File: src/rtl/logic_ex_pkg.sv
// -----------------------------------------------------------------------------
// logic_ex_pkg
// Shared widths, LED bit positions and reset value for the logic-gate demo.
// Optional feature macro used by this design: LOGIC_EX_DEBOUNCE_EN
// (switch debounce inside sw_conditioner).
// -----------------------------------------------------------------------------
package logic_ex_pkg;

    localparam int SW_W  = 2;
    localparam int LED_W = 4;

    // LED bit positions
    localparam int LED_NOT = 0;
    localparam int LED_AND = 1;
    localparam int LED_OR  = 2;
    localparam int LED_XOR = 3;

    // Decode of SW=00: only the NOT gate is lit
    localparam logic [LED_W-1:0] LED_RST = 4'b0001;

    typedef logic [SW_W-1:0]  sw_t;
    typedef logic [LED_W-1:0] led_t;

endpackage

File: src/rtl/logic_ex_if.sv
// -----------------------------------------------------------------------------
// logic_ex_if
// Board-side bundle for the logic-gate demo.
//   SW  : slide switches (asynchronous to clk), driven by the board
//   LED : gate outputs, driven by logic_ex
// Modports:
//   master : board / stimulus side (drives SW, observes LED)
//   slave  : logic_ex side (observes SW, drives LED)
// -----------------------------------------------------------------------------
interface logic_ex_if;
    import logic_ex_pkg::*;

    sw_t  SW;
    led_t LED;

    modport master (output SW, input LED);
    modport slave  (input SW, output LED);

endinterface

File: src/rtl/logic_ex_sw_conditioner.sv
// -----------------------------------------------------------------------------
// sw_conditioner
// Per-bit multi-flop synchronizer for asynchronous switch inputs, followed by
// an optional per-bit debounce filter (macro LOGIC_EX_DEBOUNCE_EN).
// Ports:
//   clk  in   system clock
//   rst  in   synchronous active-high reset, clears all flops to 0
//   din  in   W raw switch bits (asynchronous)
//   dout out  W conditioned switch bits
// Parameters:
//   W               bit count
//   SYNC_STAGES     synchronizer depth (>= 2)
//   DEBOUNCE_CYCLES stable cycles needed to accept a change (debounce build)
// -----------------------------------------------------------------------------
module sw_conditioner #(
    parameter int W               = 2,
    parameter int SYNC_STAGES     = 2,
    parameter int DEBOUNCE_CYCLES = 4
) (
    input  logic         clk,
    input  logic         rst,
    input  logic [W-1:0] din,
    output logic [W-1:0] dout
);

    if (SYNC_STAGES < 2 || DEBOUNCE_CYCLES < 1) begin : g_bad_param
        $error("sw_conditioner: SYNC_STAGES must be >= 2 and DEBOUNCE_CYCLES >= 1");
    end

    logic [W-1:0] sync_p [SYNC_STAGES];

    // Synchronizer stages: all bits captured on the same edge, no realignment
    always_ff @(posedge clk) begin
        if (rst) begin
            for (int i = 0; i < SYNC_STAGES; i++) sync_p[i] <= '0;
        end else begin
            sync_p[0] <= din;
            for (int i = 1; i < SYNC_STAGES; i++) sync_p[i] <= sync_p[i-1];
        end
    end

`ifdef LOGIC_EX_DEBOUNCE_EN
    localparam int CNT_W = (DEBOUNCE_CYCLES > 1) ? $clog2(DEBOUNCE_CYCLES) : 1;
    localparam logic [CNT_W-1:0] CNT_LAST = CNT_W'(DEBOUNCE_CYCLES - 1);

    logic [W-1:0]     acc_p;
    logic [CNT_W-1:0] cnt_p [W];

    // Debounce stage: the counter runs only while the synchronized bit differs
    // from the accepted bit; any cycle where they agree restarts it, so a
    // change is accepted on its DEBOUNCE_CYCLES-th consecutive differing cycle.
    always_ff @(posedge clk) begin
        if (rst) begin
            acc_p <= '0;
            for (int b = 0; b < W; b++) cnt_p[b] <= '0;
        end else begin
            for (int b = 0; b < W; b++) begin
                if (sync_p[SYNC_STAGES-1][b] == acc_p[b]) begin
                    cnt_p[b] <= '0;
                end else if (cnt_p[b] == CNT_LAST) begin
                    acc_p[b] <= sync_p[SYNC_STAGES-1][b];
                    cnt_p[b] <= '0;
                end else begin
                    cnt_p[b] <= cnt_p[b] + CNT_W'(1);
                end
            end
        end
    end

    assign dout = acc_p;
`else
    assign dout = sync_p[SYNC_STAGES-1];
`endif

endmodule

File: src/rtl/logic_ex.sv
// -----------------------------------------------------------------------------
// logic_ex
// Logic-gate demo: two slide switches drive four LEDs showing NOT, AND, OR and
// XOR of the conditioned switch value. Sits directly under the board top.
// Optional macro: LOGIC_EX_DEBOUNCE_EN adds per-bit switch debounce.
// Ports:
//   clk      in   system clock, rising-edge
//   rst      in   synchronous active-high reset (LED -> 4'b0001)
//   io.SW    in   2 slide switches, asynchronous to clk
//   io.LED   out  [0]=~s[0] [1]=s[1]&s[0] [2]=s[1]|s[0] [3]=s[1]^s[0]
// Latency SW->LED: SYNC_STAGES+1 cycles (plus DEBOUNCE_CYCLES with debounce).
// -----------------------------------------------------------------------------
module logic_ex
    import logic_ex_pkg::*;
#(
    parameter int SYNC_STAGES     = 2,
    parameter int DEBOUNCE_CYCLES = 4
) (
    input  logic       clk,
    input  logic       rst,
    logic_ex_if.slave  io
);

    sw_t  s;
    led_t led_p;

    function automatic led_t gate_decode(input sw_t v);
        led_t r;
        r          = '0;
        r[LED_NOT] = ~v[0];
        r[LED_AND] = &v;
        r[LED_OR]  = |v;
        r[LED_XOR] = ^v;
        return r;
    endfunction

    sw_conditioner #(
        .W               (SW_W),
        .SYNC_STAGES     (SYNC_STAGES),
        .DEBOUNCE_CYCLES (DEBOUNCE_CYCLES)
    ) u_cond (
        .clk  (clk),
        .rst  (rst),
        .din  (io.SW),
        .dout (s)
    );

    // LED stage: all four gates registered together from one value of s
    always_ff @(posedge clk) begin
        if (rst) led_p <= LED_RST;
        else     led_p <= gate_decode(s);
    end

    assign io.LED = led_p;

endmodule

File: src/flat_wrapper.sv
// flat-port wrapper written by rule: the top's interface ports become plain ports
module logic_ex_flat import logic_ex_pkg::*;
#(
    parameter int SYNC_STAGES     = 2,
    parameter int DEBOUNCE_CYCLES = 4
)
  (clk, rst, io_SW, io_LED);
  logic_ex_if io_i ();
  input  logic clk;
  input  logic rst;
  input wire logic [$bits(io_i.SW)-1:0] io_SW;
  output wire logic [$bits(io_i.LED)-1:0] io_LED;
  assign io_i.SW = io_SW;
  assign io_LED = io_i.LED;
  logic_ex #(.SYNC_STAGES(SYNC_STAGES), .DEBOUNCE_CYCLES(DEBOUNCE_CYCLES)) u_core (.clk(clk), .rst(rst), .io(io_i));
endmodule
File: config.mk
export PLATFORM = sky130hd
export DESIGN_NAME = logic_ex_flat
export DESIGN_NICKNAME = d
export VERILOG_FILES = /design/src/rtl/logic_ex_pkg.sv /design/src/rtl/logic_ex_if.sv /design/src/rtl/logic_ex_sw_conditioner.sv /design/src/rtl/logic_ex.sv /design/src/flat_wrapper.sv
export SDC_FILE = /design/constraint.sdc
export NUM_CORES = 1
export LEC_CHECK = 0
export BUFFER_PORTS_ARGS = -buffer_cell sky130_fd_sc_hd__buf_2
export CORE_AREA = 4 4 41 43
export CTS_BUF_LIST = sky130_fd_sc_hd__clkbuf_2
export DETAILED_ROUTE_END_ITERATION = 7
export DIE_AREA = 0 0 45 47
export PLACE_DENSITY = 0.34
export SLEW_MARGIN = 20
export SYNTH_ARGS = -nofsm -noshare
export SYNTH_HDL_FRONTEND = slang
export SYNTH_HIERARCHICAL = 1
export SYNTH_SLANG_ARGS = --single-unit
File: constraint.sdc
create_clock -name clk -period 1.15 [get_ports clk]
set_input_delay 0.0575 -clock clk [delete_from_list [all_inputs] [get_ports clk]]
set_output_delay 0.0575 -clock clk [all_outputs]
set_load 0.03 [all_outputs]
# Yosys cells after proc, flatten, opt, wreduce, memory -nomap -nowiden
# Memory sizes are Yosys's and may differ from the RTL's.
# Cells that the tools add are included.
# op_classes
n_reduce_logical,3
n_mux,5
bitwise,3
# ops
op,n
$mux W2,2
$mux W1,3
$or A1 B1 Y1,2
$reduce_and A2 Y1,1
$reduce_or A2 Y1,1
$reduce_xor A2 Y1,1
$not A1 Y1,1
# word_totals
n_memories,1
reg_bits,4
wordCells,13
ram_bits,4
# mem_list
memory,depth,word_bits,read_ports,rd_ports_with_merged_regs,write_ports,line_no,source
u_core.u_cond.sync_p,2,2,2,0,2,logic_ex_sw_conditioner.sv:30,logic [W-1:0] sync_p [SYNC_STAGES];

# Logic depth before layout (Yosys ltp)
# Gate-level depths: netlist of run 1.
# depth
word_depth,3
ltp_mapped,4
ltp_nobuf,3

# By module
# Netlist of run 1, hierarchy kept.
# by_module_without_submodules
module,area_per_inst_um2,cells_per_inst,n_inst,seq_area_each_um2
logic_ex,135.1,12,1,80.1
sw_conditioner,120.1,10,1,80.1

# Worst setup path after synthesis of run 1
# Ideal clock, no wire load.
# synth_path
path_kind,reg-to-reg
from,"mem u_core.u_cond.sync_p[1][0], in the netlist u_core/u_cond/sync_p[0][2]"
to,"reg u_core.led_p[3], in the netlist u_core/io.LED[3]"
setup_time_ns,0.114
n_path_buf,1
required_time_ns,1.036
period_less_slack_ns,0.909
t_arrival_ns,0.796
path_slack_ns,0.241
path_stages_with_launch,5
cell_sequence,dfxtp_1 > buf_4 > inv_1 > ha_1 > nor2b_1
# synth_lines
element,line_no,source
start: declaration,logic_ex_sw_conditioner.sv:30,
end signal: assignment,logic_ex.sv:51,else led_p <= gate_decode(s);
end: declaration,logic_ex.sv:25,led_t led_p;

==> flow_metrics.py, run 1 <==
metrics = {
    "timing": {
        "fin_crit_ps": 896,
        "setup_tns_ps": 0,
        "fin_crit_sh_pct": 78.0,
        "worst_slew_pin_slew_ps": 156,
        "finalClockSkew_ps": 1.05,
        "hold_viol": 0,
        "maxSlewHeadroom_pct": 89.6,
        "fmax_mhz": 1120,
        "finalSetupViolCount": 0,
        "slew_viol_final": 0,
        "rsz0062_at_grt": "false",
    },
    "flow_run": {
        "max_cap_viol_count": 0,
    },
    "floorplanning": {
        "die-width_um": 45,
        "fp-row-count": 13,
        "ioPinCount": 8,
        "core_sq_um": 1300,
        "die_area_sq_um": 2120,
        "die_y_um": 47,
        "initial_core_util_pct": 19.6,
    },
    "worst_hold_path": {
        "min-delay-start": "io_SW[1]",
        "hold_class": "input port to flop",
        "min_path_cells": 2,
        "min_to": "u_core/u_cond/sync_p[0][1]",
    },
    "route": {
        "num_vias": 153,
        "drcViolationCount": 0,
        "first_pass_iters": 2,
        "wirelength_met1_um": 112,
        "wl_met3_um": 73,
        "met2_length_um": 130,
        "routedWlPerCell_um": 7.02,
        "drt-initial-drc-count": 2,
        "highest_layer": "met3",
        "drt-total-wl_um": 316,
        "routed_via_density": 3.40,
        "drtAntennaViolNets": 0,
    },
    "logic_synthesis": {
        "ys_warn_count": 6,
        "synth-seq-cells": 8,
        "syn_inst": 22,
        "synth.avg_cell_area_sq_um": 11.6,
        "yosys-top-cells-area": "dfxtp_1 (63%), nor2b_1 (15%), ha_1 (9.8%), buf_4 (5.9%), inv_1 (2.9%)",
        "synth_top_area_share_pct": 62.7,
        "synth_top_cell_by_area": "dfxtp_1",
        "synth_common_cells": "dfxtp_1 (8), nor2b_1 (6), buf_4 (2), ha_1 (2), inv_1 (2)",
        "synth_cell_types": 7,
        "synth_edf_count": 0,
        "synth_nets": 28,
        "dominantRegCellSynth": "dfxtp_1",
        "seq_area_frac_synth_pct": 62.7,
        "synth-async-reset-ratio_pct": 0,
        "synthMostInstantiatedCell": "dfxtp_1",
        "synth_area_sq_um": 255,
    },
    "clocking": {
        "post_cts_buffers": 0,
        "cts_sinks": 8,
        "hold_buffers": 0,
        "cts_resized": 0,
        "cts_tree": "done",
        "clockBufferDepth": 2,
        "root_buffer": "clkbuf_2",
        "clk_latency_ps": 230,
        "clk_pin_slew_ps": 70,
        "h-tree-depth": 1,
        "cts_buffers": 3,
    },
    "status": {
        "status": "completed",
    },
    "power": {
        "p_leak_nw": 0.145,
        "ir_drop_mv": 0.391,
        "powerDensity_nw_per_um2": 1560,
    },
    "final_layout": {
        "final_nets": 38,
        "postLayoutCoreUtil_pct": 23.8,
        "area_growth_pct": 21.1,
        "layout-drive-gt1-share_pct": 33.3,
        "antenna_cells": 0,
    },
    "worst_setup_path": {
        "start_kind": "flop",
        "cp.required_ps": 1270,
        "criticalPathCategory": "flop to flop",
        "reg2reg_to": "u_core/io.LED[3]",
        "ff2ff_path_depth": 3,
        "end_kind": "flop",
        "crit_fanout": 3,
        "r2r_start": "u_core/u_cond/sync_p[0][2]",
        "regToRegSetupSlack_ps": 250,
        "cp_data_arrival_time_ps": 1020,
    },
    "global_route": {
        "grt_remaining_overflow": 0,
        "grt_pass1_vias": 167,
        "grt_max_degree": 9,
        "antenna_found_initial": 0,
        "grt_pass1_wl_um": 614,
        "grt_usage_pct": 4.83,
    },
    "placed_design": {
        "io_buffers": 7,
        "gp_congestion": 0.601,
    },
}
[cells by family after synthesis]
logic type / after synthesis / share of synthesized area, %
flip-flops: 8 / 62.7
AND/OR/NAND/NOR: 8 / 18.6
buffers and inverters: 4 / 8.82
adder cells (fa/ha/maj): 2 / 9.80
[cell type report]
class / instances / area, sq um
tap: 15 / 18.8
clock buffer: 3 / 15.0
fill: 147 / 992
multi-input combinational: 10 / 72.6
timing repair buffer: 7 / 35.0
sequential: 8 / 160
inverter: 2 / 7.51
[placed cells by master (no fill, tap or decap)]
cell type	n
dfxtp_1	8
buf_2	7
nor2b_1	6
clkbuf_2	3
inv_1	2
ha_1	2
nand2b_1	1
nor2_1	1
[registers in the layout (all words and copies together) (netlist names)]
| name | flops |
|---|---|
| u_core/io.LED | 4 |
| u_core/u_cond/sync_p | 4 |
[power breakdown]
part           leakage (nW)  switching [mW]  total (mW)  internal [mW]
registers            0.0657         0.00303       0.291          0.288
logic                0.0669          0.0188      0.0323         0.0135
clock network        0.0125          0.0867       0.158         0.0710
total                 0.145           0.108       0.481          0.373
[critical path, stage by stage (launching register included)]
cell     delay (ps)
dfxtp_1         350
inv_1            50
ha_1            270
nor2b_1         120
[how the worst max path moves through the flow]
stage               cells after the start                        from  slack (ps)          endpoint
floorplan                               4  u_core/u_cond/sync_p[0][2]         240  u_core/io.LED[3]
global placement                        3  u_core/u_cond/sync_p[0][2]         250  u_core/io.LED[3]
detailed placement                      3  u_core/u_cond/sync_p[0][2]         250  u_core/io.LED[3]
CTS                                     3  u_core/u_cond/sync_p[0][2]         240  u_core/io.LED[3]
global route                            3  u_core/u_cond/sync_p[0][2]         180  u_core/io.LED[3]
finish                                  3  u_core/u_cond/sync_p[0][2]         250  u_core/io.LED[3]
[layer usage]
| metal | vias to the layer above | track usage, % |
|---|---|---|
| met5 | - | 0 |
| met4 | 0 | 3.51 |
| met3 | 0 | 6.13 |
| met2 | 10 | 6.78 |
| met1 | 64 | 3.44 |
| li1 | 79 | - |
[stage by stage]
stage	power [mW]	area [sq um]	hold slack, ps	std cells	setup slack [ps]
after CTS	0.496	309	21.8	45	242
after detailed placement	0.331	294	276	42	253
final	0.481	309	40.9	45	254
after global routing	0.521	309	31.1	45	184
after floorplan	0.320	255	129	22	241
after global placement	0.330	294	268	42	255
(Power assumes the default switching activity.)
==> run 2: changes to the inputs <==
Settings changed: ABC_AREA from default to 1, PLACE_DENSITY 0.34 to 0.35.
Clock period 1.15 ns to 0.9 ns, I/O delays scaled along.
==> run 2 against run 1 <==
Core utilization up 0.77 points; total power up 28%; clock skew increased by 4.1 ps; clock power up 27%; register-to-register slack worse by 190 ps; sequential share of layout area shrank 1.2 points; largest power group unchanged.
==> flow_metrics.py, run 2 <==
metrics = {
    "status": {
        "status": "completed",
    },
    "worst_setup_path": {
        "cp_slowest_cell": "dfxtp_2",
        "criticalPathCategory": "flop to flop",
        "worstPathCellList": "inv_1 -> ha_1 -> inv_1 -> nor2_1",
        "end_kind": "flop",
        "crit_buf_inv": 2,
        "slowest_delay_ps": 340,
        "start_kind": "flop",
        "regToRegSetupSlack_ps": 70,
        "cp.required_ps": 1020,
        "cp_data_arrival_time_ps": 950,
        "crit_fanout": 3,
        "path_delay_family": "flip-flops",
        "crit_path_frequent_cell": "inv_1",
    },
    "route": {
        "routedWlPerCell_um": 6.62,
        "routed_via_density": 3.21,
        "drt-initial-drc-count": 3,
        "first_pass_iters": 4,
        "drt-total-wl_um": 344,
        "drtAntennaViolNets": 0,
        "num_vias": 167,
        "drcViolationCount": 0,
    },
    "global_route": {
        "grt_remaining_overflow": 0,
        "antenna_found_initial": 0,
        "grt_usage_pct": 4.36,
        "grt_max_degree": 9,
        "grt_pass1_vias": 133,
        "grt_pass1_wl_um": 531,
    },
    "placed_design": {
        "dp_slack_ps": 31.1,
        "placed_cell_area_sq_um": 303,
        "hpwlAfterDp_um": 258,
        "io_buffers": 7,
        "gp_congestion": 0.609,
        "place_inst": 49,
    },
    "power": {
        "p_clk_share_pct": 32.6,
        "switching_share_pct": 23.1,
        "power_switching_uw": 142,
        "p_leak_nw": 0.169,
        "p_int_uw": 475,
        "p_seq_share_pct": 60.3,
        "ir_drop_mv": 0.660,
        "powerDensity_nw_per_um2": 1930,
        "comb_power_share_pct": 7.1,
        "power.total_uw": 617,
    },
    "floorplanning": {
        "core_sq_um": 1300,
        "die_y_um": 47,
        "fp-row-count": 13,
        "die_area_sq_um": 2120,
        "initial_core_util_pct": 20.3,
        "ioPinCount": 8,
        "die-width_um": 45,
    },
    "logic_synthesis": {
        "synth.area.mux_share_pct": 0,
        "synth.avg_cell_area_sq_um": 9.10,
        "yosys-top-cells-area": "dfxtp_1 (61%), inv_1 (13%), nor2_1 (10%), ha_1 (9.5%), buf_4 (5.7%)",
        "dominantRegCellSynth": "dfxtp_1",
        "synth-seq-cells": 8,
        "synth_nets": 35,
        "synth_cell_types": 6,
        "synth_compound_area_share_pct": 0,
        "synth_common_cells": "inv_1 (9), dfxtp_1 (8), nor2_1 (7)",
        "synth_edf_count": 0,
        "synthAdderAreaFrac_pct": 9.48,
        "yosys.area_share.xor_xnor_pct": 0,
        "syn_inst": 29,
        "synth_top_area_share_pct": 60.7,
        "seq_area_frac_synth_pct": 60.7,
        "synth_area_sq_um": 264,
        "synthMostInstantiatedCell": "inv_1",
        "synth-simple-area-share_pct": 11.4,
        "synth-async-reset-ratio_pct": 0,
        "synth_top_family_by_area": "buffers and inverters",
        "synth_top_cell_by_area": "dfxtp_1",
        "ys_warn_count": 6,
    },
    "timing": {
        "setup_tns_ps": 0,
        "hold_viol": 0,
        "fin_crit_ps": 834,
        "slew_viol_final": 0,
        "finalSetupViolCount": 0,
        "finalClockSkew_ps": 5.19,
        "hold_slack_ps": 20.4,
        "fmax_mhz": 1200,
        "maxSlewHeadroom_pct": 89.6,
        "fin_crit_sh_pct": 92.7,
        "rsz0062_at_grt": "false",
        "worst_slew_pin_slew_ps": 157,
        "setup_slack_ps": 65.5,
    },
    "final_layout": {
        "postLayoutCoreUtil_pct": 24.5,
        "final.fill_count": 163,
        "final_cell_mix": "inv_1 (9), buf_2 (7), nor2_1 (7), dfxtp_1 (7), clkbuf_2 (3)",
        "final_nets": 45,
        "antenna_cells": 0,
        "final_common_cell": "inv_1",
        "fin_cells": 52,
        "design_area_sq_um": 319,
        "layout-drive-gt1-share_pct": 29.7,
        "area_growth_pct": 20.9,
    },
    "clocking": {
        "cts_sinks": 8,
        "cts_resized": 0,
        "hold_buffers": 0,
        "clk_latency_ps": 220,
        "post_cts_buffers": 0,
        "root_buffer": "clkbuf_2",
        "clockBufferDepth": 2,
        "cts_tree": "done",
        "clk_pin_slew_ps": 80,
        "cts_buffers": 3,
        "h-tree-depth": 1,
    },
    "flow_run": {
        "max_cap_viol_count": 0,
    },
    "worst_hold_path": {
        "hold_class": "input port to flop",
    },
}
run 2: changes by cell type in the layout (fill, tap and decap cells not counted):
cell	before	now
inv_1	2	9
nor2_1	1	7
nor2b_1	6	0
dfxtp_1	8	7
dfxtp_2	0	1
nand2_1	0	1
nand2b_1	1	0
run 2: per-layer routing:
layer / wire length, um / GRT usage, % / share of wire [%] / vias to the layer above
met2: 119 / 3.95 / 35 / 8
met5: 0 / 0 / 0 / -
met4: 9 / 8.77 / 2.6 / 0
met3: 54 / 2.30 / 16 / 2
met1: 161 / 4.59 / 47 / 63
li1: - / - / - / 94
run 2: power groups by stage:
stage	Clock, mW	Combinational [mW]	Sequential [mW]
after floorplan	0	0.0200	0.391
after global placement	0	0.0435	0.380
after detailed placement	0	0.0449	0.381
after CTS	0.216	0.0451	0.372
after global routing	0.229	0.0505	0.374
final	0.201	0.0439	0.372
run 2: cell type report:
| class | count | area, sq um | area share [%] |
|---|---|---|---|
| Sequential cell | 8 | 161 | 50.6 |
| Multi-Input combinational cell | 10 | 55.1 | 17.3 |
| Timing Repair Buffer | 7 | 35.0 | 11.0 |
| Inverter | 9 | 33.8 | 10.6 |
| Tap cell | 15 | 18.8 | 5.88 |
| Clock buffer | 3 | 15.0 | 4.71 |
run 2: kinds of logic after synthesis:
group                    after synthesis
flip-flops                             8
AND/OR/NAND/NOR                        8
buffers and inverters                 11
adder cells (fa/ha/maj)                2
run 2: worst register-to-register path: stages, from the launching register on:
cell	delay (ps)
dfxtp_2	340
inv_1	40
ha_1	280
inv_1	50
nor2_1	30
run 2: final timing paths:
path | endpoint | depth (start not counted) | from
setup / recovery | u_core/io.LED[3] | 4 | u_core/u_cond/sync_p[0][2]
hold / removal | u_core/u_cond/sync_p[0][1] | 3 | io_SW[1]
hold reg to reg | u_core/u_cond/sync_p[0][2] | 2 | u_core/u_cond/sync_p[0][0]
setup reg to reg | u_core/io.LED[3] | 4 | u_core/u_cond/sync_p[0][2]
